File: src/rtl/relu_maxpool2_s2.sv
// ReLU + saturate followed by 2x2 stride-2 pooling over a raster-order feature map.
// Max pooling by default; define POOL_AVG_EN to switch to truncated 2x2 averaging.
module relu_maxpool2_s2 #(
    parameter int DW_IN      = 32,
    parameter int DW         = 8,
    parameter int SHIFT      = 0,
    parameter int IMG_Width  = 3,
    parameter int IMG_Height = 3
) (
    input  logic                    clk,
    input  logic                    rst_n,
    input  logic signed [DW_IN-1:0] data_i,
    input  logic                    valid_i,
    output logic signed [DW-1:0]    data_o,
    output logic                    valid_o,
    output logic                    frame_done_o
);

    localparam int CW       = 8;
    localparam int LB_DEPTH = IMG_Width / 2;
    localparam int LB_AW    = (LB_DEPTH > 1) ? $clog2(LB_DEPTH) : 1;
    localparam bit W_ODD    = (IMG_Width % 2) == 1;
    localparam bit H_ODD    = (IMG_Height % 2) == 1;
    localparam logic [CW-1:0] COL_LAST = CW'(IMG_Width - 1);
    localparam logic [CW-1:0] ROW_LAST = CW'(IMG_Height - 1);
    localparam logic [CW-1:0] ROW_PRE  = CW'(IMG_Height - 2);
    localparam logic signed [DW_IN-1:0] QMAX = DW_IN'((1 << (DW - 1)) - 1);
`ifdef POOL_AVG_EN
    localparam int LW = DW + 1;
`else
    localparam int LW = DW;
`endif

    typedef enum logic [1:0] {ROW_EVEN, ROW_ODD, ROW_DROP} state_t;

    state_t                  state;
    logic [CW-1:0]           col, row;
    logic [DW-1:0]           hold;
    logic [DW-1:0]           q;
    logic signed [DW_IN-1:0] shifted;
    logic [LB_AW-1:0]        lb_idx;
    logic [LW-1:0]           pair;
    logic [DW-1:0]           win;
    // Rounded up to a power of two so a single-entry buffer still has a legal index.
    logic [LW-1:0]           lb [2**LB_AW];

    assign shifted = data_i >>> SHIFT;
    assign lb_idx  = col[LB_AW:1];

    always_comb begin
        q = shifted[DW-1:0];
        if (shifted[DW_IN-1])
            q = '0;
        else if (shifted > QMAX)
            q = DW'(QMAX);
    end

`ifdef POOL_AVG_EN
    logic [DW+1:0] sum4;
    always_comb begin
        pair = LW'(hold) + LW'(q);
        sum4 = (DW+2)'(lb[lb_idx]) + (DW+2)'(hold) + (DW+2)'(q);
        win  = DW'(sum4 >> 2);
    end
`else
    always_comb begin
        pair = (q > hold) ? q : hold;
        win  = (lb[lb_idx] > pair) ? lb[lb_idx] : pair;
    end
`endif

    always_ff @(posedge clk) begin
        if (valid_i && state == ROW_EVEN && col[0])
            lb[lb_idx] <= pair;
    end

    always_ff @(posedge clk or negedge rst_n) begin
        if (!rst_n) begin
            state        <= ROW_EVEN;
            col          <= '0;
            row          <= '0;
            hold         <= '0;
            data_o       <= '0;
            valid_o      <= 1'b0;
            frame_done_o <= 1'b0;
        end else begin
            valid_o      <= 1'b0;
            frame_done_o <= 1'b0;
            if (valid_i) begin
                // The trailing column of an odd-width row has no partner and is dropped.
                if (!col[0] && !(W_ODD && col == COL_LAST))
                    hold <= q;
                if (col[0] && state == ROW_ODD) begin
                    data_o  <= $signed(win);
                    valid_o <= 1'b1;
                end
                if (col == COL_LAST) begin
                    col <= '0;
                    case (state)
                        ROW_EVEN: state <= ROW_ODD;
                        ROW_ODD:  state <= (H_ODD && row == ROW_PRE) ? ROW_DROP : ROW_EVEN;
                        default:  state <= ROW_EVEN;
                    endcase
                    if (row == ROW_LAST) begin
                        row          <= '0;
                        frame_done_o <= 1'b1;
                    end else begin
                        row <= row + 1'b1;
                    end
                end else begin
                    col <= col + 1'b1;
                end
            end
        end
    end

endmodule
File: config.mk
export PLATFORM = sky130hd
export DESIGN_NAME = relu_maxpool2_s2
export DESIGN_NICKNAME = d
export VERILOG_FILES = /design/src/rtl/relu_maxpool2_s2.sv
export SDC_FILE = /design/constraint.sdc
export NUM_CORES = 1
export LEC_CHECK = 0
export ABC_AREA = 1
export BUFFER_PORTS_ARGS = -buffer_cell sky130_fd_sc_hd__buf_4
export CORE_MARGIN = 2
export CORE_UTILIZATION = 45
export DETAILED_ROUTE_END_ITERATION = 10
export GPL_TIMING_DRIVEN = 0
export PLACE_DENSITY = 0.72
export SYNTH_ARGS = -nofsm -noshare
export SYNTH_HDL_FRONTEND = slang
export SYNTH_SLANG_ARGS = --single-unit
File: constraint.sdc
create_clock -name clk -period 3.7 [get_ports clk]
set_clock_uncertainty 0.2 [all_clocks]
set_input_delay 0.74 -clock clk [delete_from_list [all_inputs] [get_ports clk]]
set_output_delay 0.74 -clock clk [all_outputs]
set_load 0.01 [all_outputs]
==> metrics.csv <==
stage,metric,value,unit
floorplan,Rows,29,
grt,total gr overflow,0,
pwr,Psw,808,uW
status,violated checks,setup timing,
sta,unrepaired setup endpoints after global routing,true,
grt,GRT Total Usage,20.8,%
place,port bufs,44,
critical_path,crit path kind,input port to flop,
clock_tree,CTS H-tree depth,2,
logic_synthesis,Yosys cell types,28,
clock_tree,clock buffer depth,2,
sta,final hold violations,0,
logic_synthesis,"area leader, netlist",dfrtp_1,
logic_synthesis,most common cell in the netlist,nand2_1,
clock_tree,Worst-Skew Late Latency,0.31,ns
place,HPWL after DPL,4.70,mm
cells_and_area,layout cells sized above 1,36.1,%
place,Placement Setup Slack,-0.898,ns
floorplan,Core Region,6390,um^2
logic_synthesis,synth top area cells,"dfrtp_1 30%, edfxtp_1 16%, nand2_1 12%, ha_1 8.8%, inv_1 8.0%",
route,DRC errors left,0,
pwr,PD cells,496,nW/um^2
critical_path,crit path DAT,3.87,ns
sta,Final WS setup,-0.161,ns
logic_synthesis,Post-synth ARST share,69.2,%
pwr,VDD IR max,0.304,mV
sta,Slew headroom,48.7,%
logic_synthesis,synth cell count leaders,"92 x nand2_1, 64 x inv_1, 36 x dfrtp_1, 36 x nand3_1, 30 x nor2_1",
pwr,sequential power share,39.0,%
floorplan,Die W,85.6,um
place,post-placement cell count,496,
cells_and_area,layout net count,515,
status,outcome,finished with violations,
logic_synthesis,Yosys top cell area share,30.1,%
pwr,Leakage Power,0.00209,uW
clock_tree,clk root buf,clkbuf_8,
cells_and_area,register area,1380,um^2
pwr,Pint,1260,uW
sta,final setup violation count,8,
clock_tree,CTS buffer count,5,
hold_path,HP Class,input port to asynchronous set/reset pin,
route,DR vias/cell,5.03,
critical_path,crit path max fanout,7,
pwr,Clk pwr share,16.4,%
logic_synthesis,"FF+latch count, synth",52,
grt,antenna violations before repair,0,
pwr,Sw Ratio,39.1,%
clock_tree,CTS tree,built,
critical_path,crit end category,flop,
sta,setup TNS,-1.05,ns
cells_and_area,Diodes inserted,0,
clock_tree,clock slew at reported path FFs,0.10,ns
grt,largest net degree at the start of global routing,37,
place,gp weighted congestion,0.842,
sta,fin crit share,104,%
sta,hold_ws,0.165,ns
floorplan,Initial Utilization,46.9,%
cells_and_area,Multi-input gate area,1700,um^2
logic_synthesis,Post-Syn Area,3000,um^2
cells_and_area,Area growth syn-to-layout,39.0,%
sta,Final Critical Period,3.86,ns
route,antenna-violating nets left,0,
logic_synthesis,Mapped Avg Cell Area,7.99,um^2
logic_synthesis,"Top FF cell, synth",dfrtp_1,
sta,FMAX,0.259,GHz
route,DR vias,2703,
route,initial detailed-routing violation count,188,
logic_synthesis,Post-synth EDFFs,16,
floorplan,die height,85.6,um
sta,final slew viol count,0,
grt,vias in the first global route,2626,
critical_path,"Req. time, crit path",3.71,ns
pwr,part of the power in combinational logic,44.6,%
grt,global-route wire length before repair,12.1,mm
floorplan,Top Ports,45,
run,MaxCap Viol Count,0,
route,WL final,7.31,mm
logic_synthesis,Mapped Cells,375,
cells_and_area,Layout Cells excl Fill,537,
logic_synthesis,post-synthesis sequential area ratio,46.1,%
floorplan,Die ar.,7330,um^2
route,DR pass1 iterations,4,
clock_tree,CTS sink count,52,
clock_tree,Hold Buf Count CTS,0,
logic_synthesis,Syn Nets,431,
sta,Worst Max-Slew Pin Slew,0.766,ns
critical_path,CP startpoint kind,input port,
route,Avg WL per Cell,13.6,um
logic_synthesis,synth warn,0,
cells_and_area,fill count,525,
-- routing by layer --
layer,vias to the layer above,share of wire [%],GRT usage (%)
li1,1369,-,-
met1,1272,44,27.3
met2,56,51,36.4
met3,6,3.3,2.50
met4,0,1.1,5.63
met5,-,0,0
-- metrics by stage --
step | cell area [um^2] | util (%) | power, uW
after CTS | 3990 | 62.4 | 1970
after detailed placement | 3460 | 54.2 | 1500
final | 4170 | 65.3 | 2070
after global placement | 3460 | 54.2 | 1480
after floorplan | 3030 | - | 1260
after global routing | 4170 | 65.3 | 2210
-- area by class of cell --
cell class              instances  area share, %
flip-flops and latches         52           33.1
clock inverters                 3          0.480
multi-input cells             254           40.8
clock buffers                   5           1.65
inverters                      68           6.30
repair buffers                 76           15.1
plain buffers                   2          0.240
well taps                      77           2.31
-- cell families after synthesis --
logic type / after synthesis / synth area share (%)
xor gates and xnor gates: 8 / 2.34
buffers and inverters: 71 / 9.22
adders and majority gates: 21 / 8.76
AOI/OAI and AO/OA: 40 / 7.05
and+or+nand+nor: 181 / 26.1
DFF: 52 / 46.1
muxes: 1 / 0.334
other: 1 / 0.125
-- critical path, cell delays in order --
cell      delay, ns
buf_12         0.13
inv_8          0.05
nand2_2        0.05
nor2_4         0.11
nand2_4        0.05
nor2_4         0.10
and2_4         0.23
a21oi_2        0.08
ha_1           0.30
nand2_1        0.06
nand2_1        0.06
nand2_1        0.04
nand2_1        0.06
nand2_2        0.07
a21oi_4        0.28
nand3_2        0.14
nand2_2        0.12
inv_1          0.08
ha_4           0.27
nand2_4        0.05
nor2_4         0.12
nand4_1        0.14
buf_4          0.19
nand2_4        0.09
nand2_2        0.05
o211ai_1       0.09
nand2_1        0.08
-- final timing paths --
check	start	cells after the start	slack, ns	endpoint
max in group asynchronous	rst_n	1	2.79	state[0]
max	data_i[31]	27	-0.16	data_o[7]
min reg2reg	row[7]	1	0.28	row[7]
min	rst_n	1	0.17	col[2]
max reg2reg	hold[5]	19	0.62	data_o[7]
min in group clk	row[7]	1	0.28	row[7]
-- cells in the final DEF (no fill, tap or decap), types with 2 or more instances in the layout --
cell | synthesis | routed
nand2_1 | 92 | 74
buf_4 | 0 | 63
inv_1 | 64 | 57
dfrtp_1 | 36 | 36
nand3_1 | 36 | 28
nor2_1 | 30 | 19
edfxtp_1 | 16 | 16
nand2_2 | 2 | 15
o21ai_0 | 17 | 15
ha_1 | 21 | 13
buf_6 | 1 | 12
inv_2 | 3 | 9
a21oi_1 | 17 | 8
nor2_4 | 1 | 8
nand3_2 | 0 | 8
ha_4 | 0 | 8
nand2_4 | 0 | 7
or2_2 | 7 | 7
nand4_1 | 6 | 6
a21oi_2 | 0 | 6
nor2_2 | 1 | 5
clkbuf_8 | 0 | 5
xnor2_1 | 4 | 4
nor3_1 | 4 | 4
xor2_1 | 4 | 4
a21oi_4 | 0 | 3
o22ai_1 | 3 | 3
and2_4 | 0 | 2
buf_2 | 2 | 2
-- state kept, by name, indices dropped and copies added (netlist names) --
signal        count
col               8
data_o            8
hold              8
state             2
lb               16
valid_o           1
frame_done_o      1
row               8
-- power groups by stage --
stage          Clock, uW  Combinational [uW]  Sequential [uW]
5_1_grt              362                1030              820
4_1_cts              343                 825              804
6_report             338                 922              805
3_5_place_dp           0                 689              815
3_3_place_gp           0                 665              813
2_1_floorplan          0                 443              817
-- what timing repair did --
| action | CTS | global route |
|---|---|---|
| gates cloned | 2 | 0 |
| setup endpoints to repair | 8 | 9 |
| pin swaps | 47 | 37 |
| setup buffers | 31 | 5 |
| gates resized for setup | 49 | 41 |
Note: power is estimated with default switching activity, not from simulation.
